$ cat config.mk
export PLATFORM = sky130hd
export DESIGN_NAME = cordic_linear_iter_flat
export DESIGN_NICKNAME = d
export VERILOG_FILES = /design/src/rtl/cordic_linear_pkg.sv /design/src/rtl/cordic_linear_iter_if.sv /design/src/rtl/cordic_linear_step.sv /design/src/rtl/cordic_linear_iter.sv /design/src/flat_wrapper.sv
export SDC_FILE = /design/constraint.sdc
export NUM_CORES = 1
export LEC_CHECK = 0
export CORE_MARGIN = 1
export CORE_UTILIZATION = 55
export CTS_CLUSTER_SIZE = 24
export DETAILED_ROUTE_END_ITERATION = 12
export PLACE_DENSITY = 0.89
export SETUP_SLACK_MARGIN = 0.3
export SYNTH_ARGS = -nofsm -noshare
export SYNTH_HDL_FRONTEND = slang
export SYNTH_SLANG_ARGS = --single-unit
$ cat constraint.sdc
create_clock -name clk -period 7.05 [get_ports clk]
set_input_delay 1.0575 -clock clk [delete_from_list [all_inputs] [get_ports clk]]
set_output_delay 1.0575 -clock clk [all_outputs]
set_load 0.02 [all_outputs]
$ cat src/rtl/cordic_linear_pkg.sv
// Shared definitions for the linear-mode CORDIC engine: mode encodings, FSM state type,
// counter sizing and the per-iteration z increment.
package cordic_linear_pkg;

    localparam logic MODE_ROT = 1'b0;  // y + x*z
    localparam logic MODE_VEC = 1'b1;  // z + y/x

    typedef enum logic [1:0] {
        StIdle,
        StRun,
        StDone
    } state_e;

    // Counter must hold 0..ITERS inclusive.
    function automatic int unsigned cnt_width(input int unsigned iters);
        return $clog2(iters + 1);
    endfunction

    // ONE >> s, where ONE = 1 << float_size; caller truncates to the datapath width.
    function automatic logic [63:0] one_shr(input int unsigned float_size,
                                            input int unsigned s);
        return (64'd1 << float_size) >> s;
    endfunction

endpackage

$ cat src/rtl/cordic_linear_iter_if.sv
// Operand/result bundle of the linear CORDIC engine. The requester drives the master
// modport, the engine sits on the slave modport.
interface cordic_linear_iter_if #(
    parameter int unsigned W = 32
);

    logic                start;
    logic                mode;
    logic signed [W-1:0] x;
    logic signed [W-1:0] y;
    logic signed [W-1:0] z;
    logic signed [W-1:0] x_out;
    logic signed [W-1:0] y_out;
    logic signed [W-1:0] z_out;
    logic                done;
    logic                busy;
    logic                ovf;

    modport master (
        output start, mode, x, y, z,
        input  x_out, y_out, z_out, done, busy, ovf
    );

    modport slave (
        input  start, mode, x, y, z,
        output x_out, y_out, z_out, done, busy, ovf
    );

endinterface

$ cat src/rtl/cordic_linear_step.sv
// One combinational linear-mode micro-rotation with shift s.
// Optional macro: CORDIC_LINEAR_OVF_EN builds the signed-overflow detectors on the
// y and z adders; otherwise the overflow outputs are constant 0.
module cordic_linear_step
    import cordic_linear_pkg::*;
#(
    parameter int unsigned FLOAT_SIZE = 24,
    parameter int unsigned INT_SIZE   = 8,
    parameter int unsigned SW         = 5,
    localparam int unsigned W         = INT_SIZE + FLOAT_SIZE
) (
    input  logic signed [W-1:0]  x,
    input  logic signed [W-1:0]  y,
    input  logic signed [W-1:0]  z,
    input  logic                 mode,
    input  logic        [SW-1:0] s,
    output logic signed [W-1:0]  y_next,
    output logic signed [W-1:0]  z_next,
    output logic                 y_ovf,
    output logic                 z_ovf
);

    logic signed [W-1:0] x_sh;
    logic signed [W-1:0] one_sh;
    logic                d_pos;

    assign x_sh   = x >>> s;
    assign one_sh = W'(one_shr(FLOAT_SIZE, 32'(s)));

    // Direction: rotation drives z to 0, vectoring drives y to 0.
    always_comb begin
        d_pos = 1'b0;
        if (mode == MODE_ROT) begin
            d_pos = ~z[W-1];
        end else begin
            d_pos = (y[W-1] != x[W-1]);
        end
    end

    // Micro-rotation adders, wrapping in W bits.
    always_comb begin
        y_next = '0;
        z_next = '0;
        if (d_pos) begin
            y_next = y + x_sh;
            z_next = z - one_sh;
        end else begin
            y_next = y - x_sh;
            z_next = z + one_sh;
        end
    end

`ifdef CORDIC_LINEAR_OVF_EN
    // Overflow when the effective operands share a sign and the result sign differs.
    always_comb begin
        y_ovf = 1'b0;
        z_ovf = 1'b0;
        if (d_pos) begin
            y_ovf = (y[W-1] == x_sh[W-1]) && (y_next[W-1] != y[W-1]);
            z_ovf = (z[W-1] != one_sh[W-1]) && (z_next[W-1] != z[W-1]);
        end else begin
            y_ovf = (y[W-1] != x_sh[W-1]) && (y_next[W-1] != y[W-1]);
            z_ovf = (z[W-1] == one_sh[W-1]) && (z_next[W-1] != z[W-1]);
        end
    end
`else
    assign y_ovf = 1'b0;
    assign z_ovf = 1'b0;
`endif

endmodule

$ cat src/rtl/cordic_linear_iter.sv
// Iterative linear-mode CORDIC engine: one micro-rotation per clock, computing y + x*z
// (rotation) or z + y/x (vectoring) over ITERS cycles with a busy/done handshake.
// Optional macro: CORDIC_LINEAR_OVF_EN enables the sticky overflow flag.
module cordic_linear_iter
    import cordic_linear_pkg::*;
#(
    parameter int unsigned FLOAT_SIZE = 24,
    parameter int unsigned INT_SIZE   = 8,
    parameter int unsigned ITERS      = FLOAT_SIZE
) (
    input logic                 clk,
    input logic                 rst,
    cordic_linear_iter_if.slave bus
);

    localparam int unsigned W  = INT_SIZE + FLOAT_SIZE;
    localparam int unsigned CW = cnt_width(ITERS);

    if (ITERS < 1 || ITERS > FLOAT_SIZE) begin : g_iters_range
        $error("cordic_linear_iter: ITERS must be within 1..FLOAT_SIZE");
    end

    state_e              state_q, state_d;
    logic signed [W-1:0] x_q, y_q, z_q;
    logic signed [W-1:0] y_next, z_next;
    logic                mode_q;
    logic        [CW-1:0] cnt_q;
    logic                y_ovf, z_ovf;
    logic                load, busy, done, iter_last;
    logic                ovf;

    assign iter_last = (cnt_q == CW'(ITERS - 1));

    cordic_linear_step #(
        .FLOAT_SIZE (FLOAT_SIZE),
        .INT_SIZE   (INT_SIZE),
        .SW         (CW)
    ) u_step (
        .x      (x_q),
        .y      (y_q),
        .z      (z_q),
        .mode   (mode_q),
        .s      (cnt_q),
        .y_next (y_next),
        .z_next (z_next),
        .y_ovf  (y_ovf),
        .z_ovf  (z_ovf)
    );

    // State register.
    always_ff @(posedge clk) begin
        if (rst) begin
            state_q <= StIdle;
        end else begin
            state_q <= state_d;
        end
    end

    // Next state: start is only honoured outside RUN.
    always_comb begin
        state_d = state_q;
        unique case (state_q)
            StIdle, StDone: if (bus.start) state_d = StRun;
            StRun:          if (iter_last) state_d = StDone;
            default:        state_d = StIdle;
        endcase
    end

    // FSM outputs: handshake levels and operand-load strobe.
    always_comb begin
        load = 1'b0;
        busy = 1'b0;
        done = 1'b0;
        unique case (state_q)
            StIdle: load = bus.start;
            StRun:  busy = 1'b1;
            StDone: begin
                done = 1'b1;
                load = bus.start;
            end
            default: ;
        endcase
    end

    // Working registers and iteration counter; x is held constant across the operation.
    always_ff @(posedge clk) begin
        if (rst) begin
            x_q    <= '0;
            y_q    <= '0;
            z_q    <= '0;
            mode_q <= MODE_ROT;
            cnt_q  <= '0;
        end else if (load) begin
            x_q    <= bus.x;
            y_q    <= bus.y;
            z_q    <= bus.z;
            mode_q <= bus.mode;
            cnt_q  <= '0;
        end else if (busy) begin
            y_q    <= y_next;
            z_q    <= z_next;
            cnt_q  <= cnt_q + CW'(1);
        end
    end

`ifdef CORDIC_LINEAR_OVF_EN
    logic ovf_q;

    // Sticky overflow, cleared when a new operation is accepted.
    always_ff @(posedge clk) begin
        if (rst || load) begin
            ovf_q <= 1'b0;
        end else if (busy && (y_ovf || z_ovf)) begin
            ovf_q <= 1'b1;
        end
    end

    assign ovf = ovf_q;
`else
    logic unused_ovf;
    assign unused_ovf = y_ovf ^ z_ovf;
    assign ovf        = 1'b0;
`endif

    assign bus.x_out = x_q;
    assign bus.y_out = y_q;
    assign bus.z_out = z_q;
    assign bus.done  = done;
    assign bus.busy  = busy;
    assign bus.ovf   = ovf;

endmodule

$ cat src/flat_wrapper.sv
// flat-port wrapper written by rule: the top's interface ports become plain ports
module cordic_linear_iter_flat import cordic_linear_pkg::*;
#(
    parameter int unsigned FLOAT_SIZE = 24,
    parameter int unsigned INT_SIZE   = 8,
    parameter int unsigned ITERS      = FLOAT_SIZE
)
  (clk, rst, bus_start, bus_mode, bus_x, bus_y, bus_z, bus_x_out, bus_y_out, bus_z_out, bus_done, bus_busy, bus_ovf);
  cordic_linear_iter_if #(.W(((8) + (24)))) bus_i ();
  input logic clk;
  input logic rst;
  input wire logic [$bits(bus_i.start)-1:0] bus_start;
  input wire logic [$bits(bus_i.mode)-1:0] bus_mode;
  input wire logic [$bits(bus_i.x)-1:0] bus_x;
  input wire logic [$bits(bus_i.y)-1:0] bus_y;
  input wire logic [$bits(bus_i.z)-1:0] bus_z;
  output wire logic [$bits(bus_i.x_out)-1:0] bus_x_out;
  output wire logic [$bits(bus_i.y_out)-1:0] bus_y_out;
  output wire logic [$bits(bus_i.z_out)-1:0] bus_z_out;
  output wire logic [$bits(bus_i.done)-1:0] bus_done;
  output wire logic [$bits(bus_i.busy)-1:0] bus_busy;
  output wire logic [$bits(bus_i.ovf)-1:0] bus_ovf;
  assign bus_i.start = bus_start;
  assign bus_i.mode = bus_mode;
  assign bus_i.x = bus_x;
  assign bus_i.y = bus_y;
  assign bus_i.z = bus_z;
  assign bus_x_out = bus_i.x_out;
  assign bus_y_out = bus_i.y_out;
  assign bus_z_out = bus_i.z_out;
  assign bus_done = bus_i.done;
  assign bus_busy = bus_i.busy;
  assign bus_ovf = bus_i.ovf;
  cordic_linear_iter #(.FLOAT_SIZE(FLOAT_SIZE), .INT_SIZE(INT_SIZE), .ITERS(ITERS)) u_core (.clk(clk), .rst(rst), .bus(bus_i));
endmodule
==> impl_metrics.py <==
metrics = {
    "timing": {
        "maxSlewViolCount": 0,
        "finalCritPeriodShare_pct": 88.03,
        "layout_min_cycle_time_ns": 6.206,
        "tns_ns": 0,
        "finalHoldViolations": 0,
        "tightestPinTransition_ns": 0.9387,
        "rsz0062_at_grt": "false",
        "slew_headroom_pct": 37.42,
        "finalClockSkew_ns": 0.01002,
        "setup_viol": 0,
        "max_freq_ghz": 0.1611,
    },
    "power": {
        "power_mw": 2.898,
        "swShare_pct": 42.94,
        "ir_drop_v": 0.0001081,
        "seqPwrFrac_pct": 25.9,
        "p_per_area_mw_per_mm2": 215.8,
        "leakage_nw": 5.325,
        "internal-power_mw": 1.654,
        "power.switching_mw": 1.244,
        "power_frac_comb_pct": 56.2,
        "p_clk_share_pct": 17.9,
    },
    "worst_setup_path": {
        "cp-end-kind": "flip-flop",
        "crit_arrival_ns": 6.41,
        "critPathMaxFanout": 18,
        "critPathKind": "reg -> reg",
        "crit_required_ns": 7.26,
        "ff2ff_path_depth": 20,
        "timing.rr.start": "u_core.cnt_q[4]",
        "worstReg2RegEnd": "u_core.bus.z_out[28]",
        "startpoint": "u_core.cnt_q[4]",
        "cp-start-kind": "flip-flop",
        "r2r_setup_slack_ns": 0.84,
    },
    "cells_and_area": {
        "syn_to_final_growth_pct": 21.09,
        "drive_above_1_share_pct": 7.519,
        "diodes": 0,
        "final_nets": 1771,
    },
    "drt": {
        "ant_nets": 0,
        "drt_iter0_markers": 1047,
        "drt-total-wl_mm": 36.48,
        "viasPerCell": 6.354,
        "firstDrtPassIters": 5,
        "via_count": 11820,
        "remaining_drc_errors": 0,
        "routedWlPerCell_um": 19.60,
    },
    "logic_synthesis": {
        "syn-num-nets": 1635,
        "seq_area_frac_synth_pct": 18.78,
        "synth_edf_count": 0,
        "synth_area_mm2": 0.01109,
        "ys_types": 85,
        "ys_ff_latch": 104,
        "synthFlopType": "dfxtp_1",
        "netlist_instances": 1456,
        "synthArstFlopShare_pct": 0,
        "yosys_warnings": 0,
        "syn_avg_cell_area_um2": 7.615,
    },
    "hold_path": {
        "holdPathStages": 2,
        "min_to": "u_core.bus.x_out[0]",
        "min_from": "u_core.bus.x_out[0]",
        "hold_class": "reg -> reg",
    },
    "place": {
        "post-dp-hpwl_mm": 27.22,
        "portBuffers": 197,
        "gp_congestion": 1.018,
    },
    "global_routing": {
        "grt_first_pass_wirelength_mm": 57.43,
        "grt.total_usage_pct": 35.11,
        "grt_max_degree": 88,
        "grt_overflow": 0,
        "grt_pass1_vias": 11090,
        "antenna_found_initial": 0,
    },
    "die": {
        "die-area_mm2": 0.02073,
        "fp.dieW_um": 144.0,
        "die_h_um": 144.0,
        "pin_count": 199,
        "core_region_area_mm2": 0.01959,
        "start_util_pct": 56.60,
        "rows": 51,
    },
    "job": {
        "cap_violations": 0,
    },
    "cts": {
        "cts_num_sinks": 104,
        "postCtsSetupBuffers": 0,
        "path_clk_slew_ns": 0.07,
        "cts_resized": 0,
        "cts_htree_levels": 3,
        "worstSkewPairLatency_ns": 0.36,
        "clock-root-buffer": "clkbuf_16",
        "hold_buffers": 0,
        "cts_tree": "yes",
        "cts.path.max_buffers": 2,
        "numCtsBuffers": 9,
    },
    "status": {
        "status": "finished clean",
    },
}
==> power groups by stage <==
stage               logic [mW]  clock network (mW)  registers [mW]
floorplan                 1.09                   0           0.804
global placement          1.55                   0           0.759
detailed placement        1.59                   0           0.760
CTS                       1.60               0.524           0.748
global route              1.78               0.542           0.759
finish                    1.63               0.520           0.750
==> worst max-delay path, stage by stage (launching register included) <==
cell	delay [ns]
dfxtp_1	0.66
clkinv_1	0.64
nor2_1	0.61
nand2_1	0.15
ha_1	0.28
nand3b_1	0.15
o21ai_0	0.10
a22oi_1	0.21
nor2_1	0.06
a21oi_1	0.12
ha_1	0.27
and3_1	0.17
a221oi_1	0.41
nor2_1	0.07
a21oi_1	0.34
a311oi_1	0.22
o41ai_1	0.71
nor2_1	0.13
o21ai_0	0.39
mux2i_1	0.29
a311oi_1	0.07
==> cells in the final DEF (no fill, tap or decap), drive strengths merged, types with 11 or more instances in the layout <==
master	instances
a211oi	16
a21o	33
a21oi	128
a311oi	40
a31oi	20
and3	21
buf	26
clkdlybuf4s50	196
dfxtp	104
ha	77
inv	28
mux2i	34
mux4	40
nand2	266
nand2b	17
nand3	16
nor2	142
nor3	17
o211ai	15
o21a	13
o21ai	74
o22ai	11
xnor2	60
xor2	42
==> cells by family (layout without fill, tap and decap cells) <==
| logic type | Yosys count | after routing | share of synthesized area, % |
|---|---|---|---|
| AO/OA/AOI/OAI | 430 | 430 | 25.89 |
| buffers and inverters | 125 | 265 | 5.191 |
| flip-flops | 104 | 104 | 18.78 |
| AND/OR/NAND/NOR | 534 | 534 | 21.10 |
| XOR/XNOR | 102 | 102 | 8.057 |
| other | 1 | 1 | 0.03382 |
| adder cells (fa/ha/maj) | 79 | 79 | 9.050 |
| multiplexers | 81 | 81 | 11.90 |
==> registers in the layout, indices dropped and copies added (netlist names) <==
| signal | flops |
|---|---|
| u_core.bus.z_out | 32 |
| u_core.cnt_q | 5 |
| u_core.state_q | 2 |
| u_core.bus.x_out | 32 |
| u_core.mode_q | 1 |
| u_core.bus.y_out | 32 |
==> worst max path at each step <==
stage | cells past startpoint | endpoint
after floorplan | 28 | u_core.bus.z_out[31]
after global placement | 23 | u_core.bus.z_out[31]
after detailed placement | 23 | u_core.bus.z_out[31]
after CTS | 23 | u_core.bus.z_out[31]
after global routing | 22 | u_core.bus.z_out[28]
final | 20 | u_core.bus.z_out[28]
==> through the flow <==
step,cell area [um2],hold slack [ns],setup slack [ns],util (%),instances
after floorplan,11090,0.4673,1.811,-,1456
after global placement,13140,0.4824,1.133,67.08,1846
after detailed placement,13140,0.4812,1.011,67.08,1846
after CTS,13430,0.4936,0.9663,68.54,1861
after global routing,13430,0.5338,0.4729,68.54,1861
final,13430,0.5048,0.8438,68.54,1861
==> cell type report <==
type / instances / area [um2]
inverters: 28 / 105.1
fillers: 1651 / 6163
flip-flops and latches: 104 / 2086
multi-input cells: 1227 / 8461
repair buffers: 222 / 2157
clock inverters: 5 / 57.56
well taps: 265 / 331.6
clock buffers: 10 / 229.0
==> cell usage after synthesis (17+ instances only) <==
master,count,area [um2]
and3_1,21,131.4
dfxtp_1,104,2082
a31oi_1,20,125.1
nand2_1,265,994.7
a21o_1,33,247.7
a21oi_1,127,635.6
nor2_1,142,533.0
clkbuf_1,58,217.7
inv_1,26,97.59
mux2i_1,34,340.3
nand2b_1,17,106.4
mux4_2,40,900.9
ha_1,77,963.4
o21ai_0,71,355.3
xor2_1,42,367.9
xnor2_1,60,525.5
a311oi_1,39,341.6
==> metal layers <==
metal	vias to the layer above	global-route usage [%]	share of wire (%)
li1	5585	-	-
met1	5597	47.62	44
met2	570	55.61	45
met3	72	6.424	8.6
met4	0	12.54	2.5
met5	-	0	0
Power figures use the tool's default switching activity.
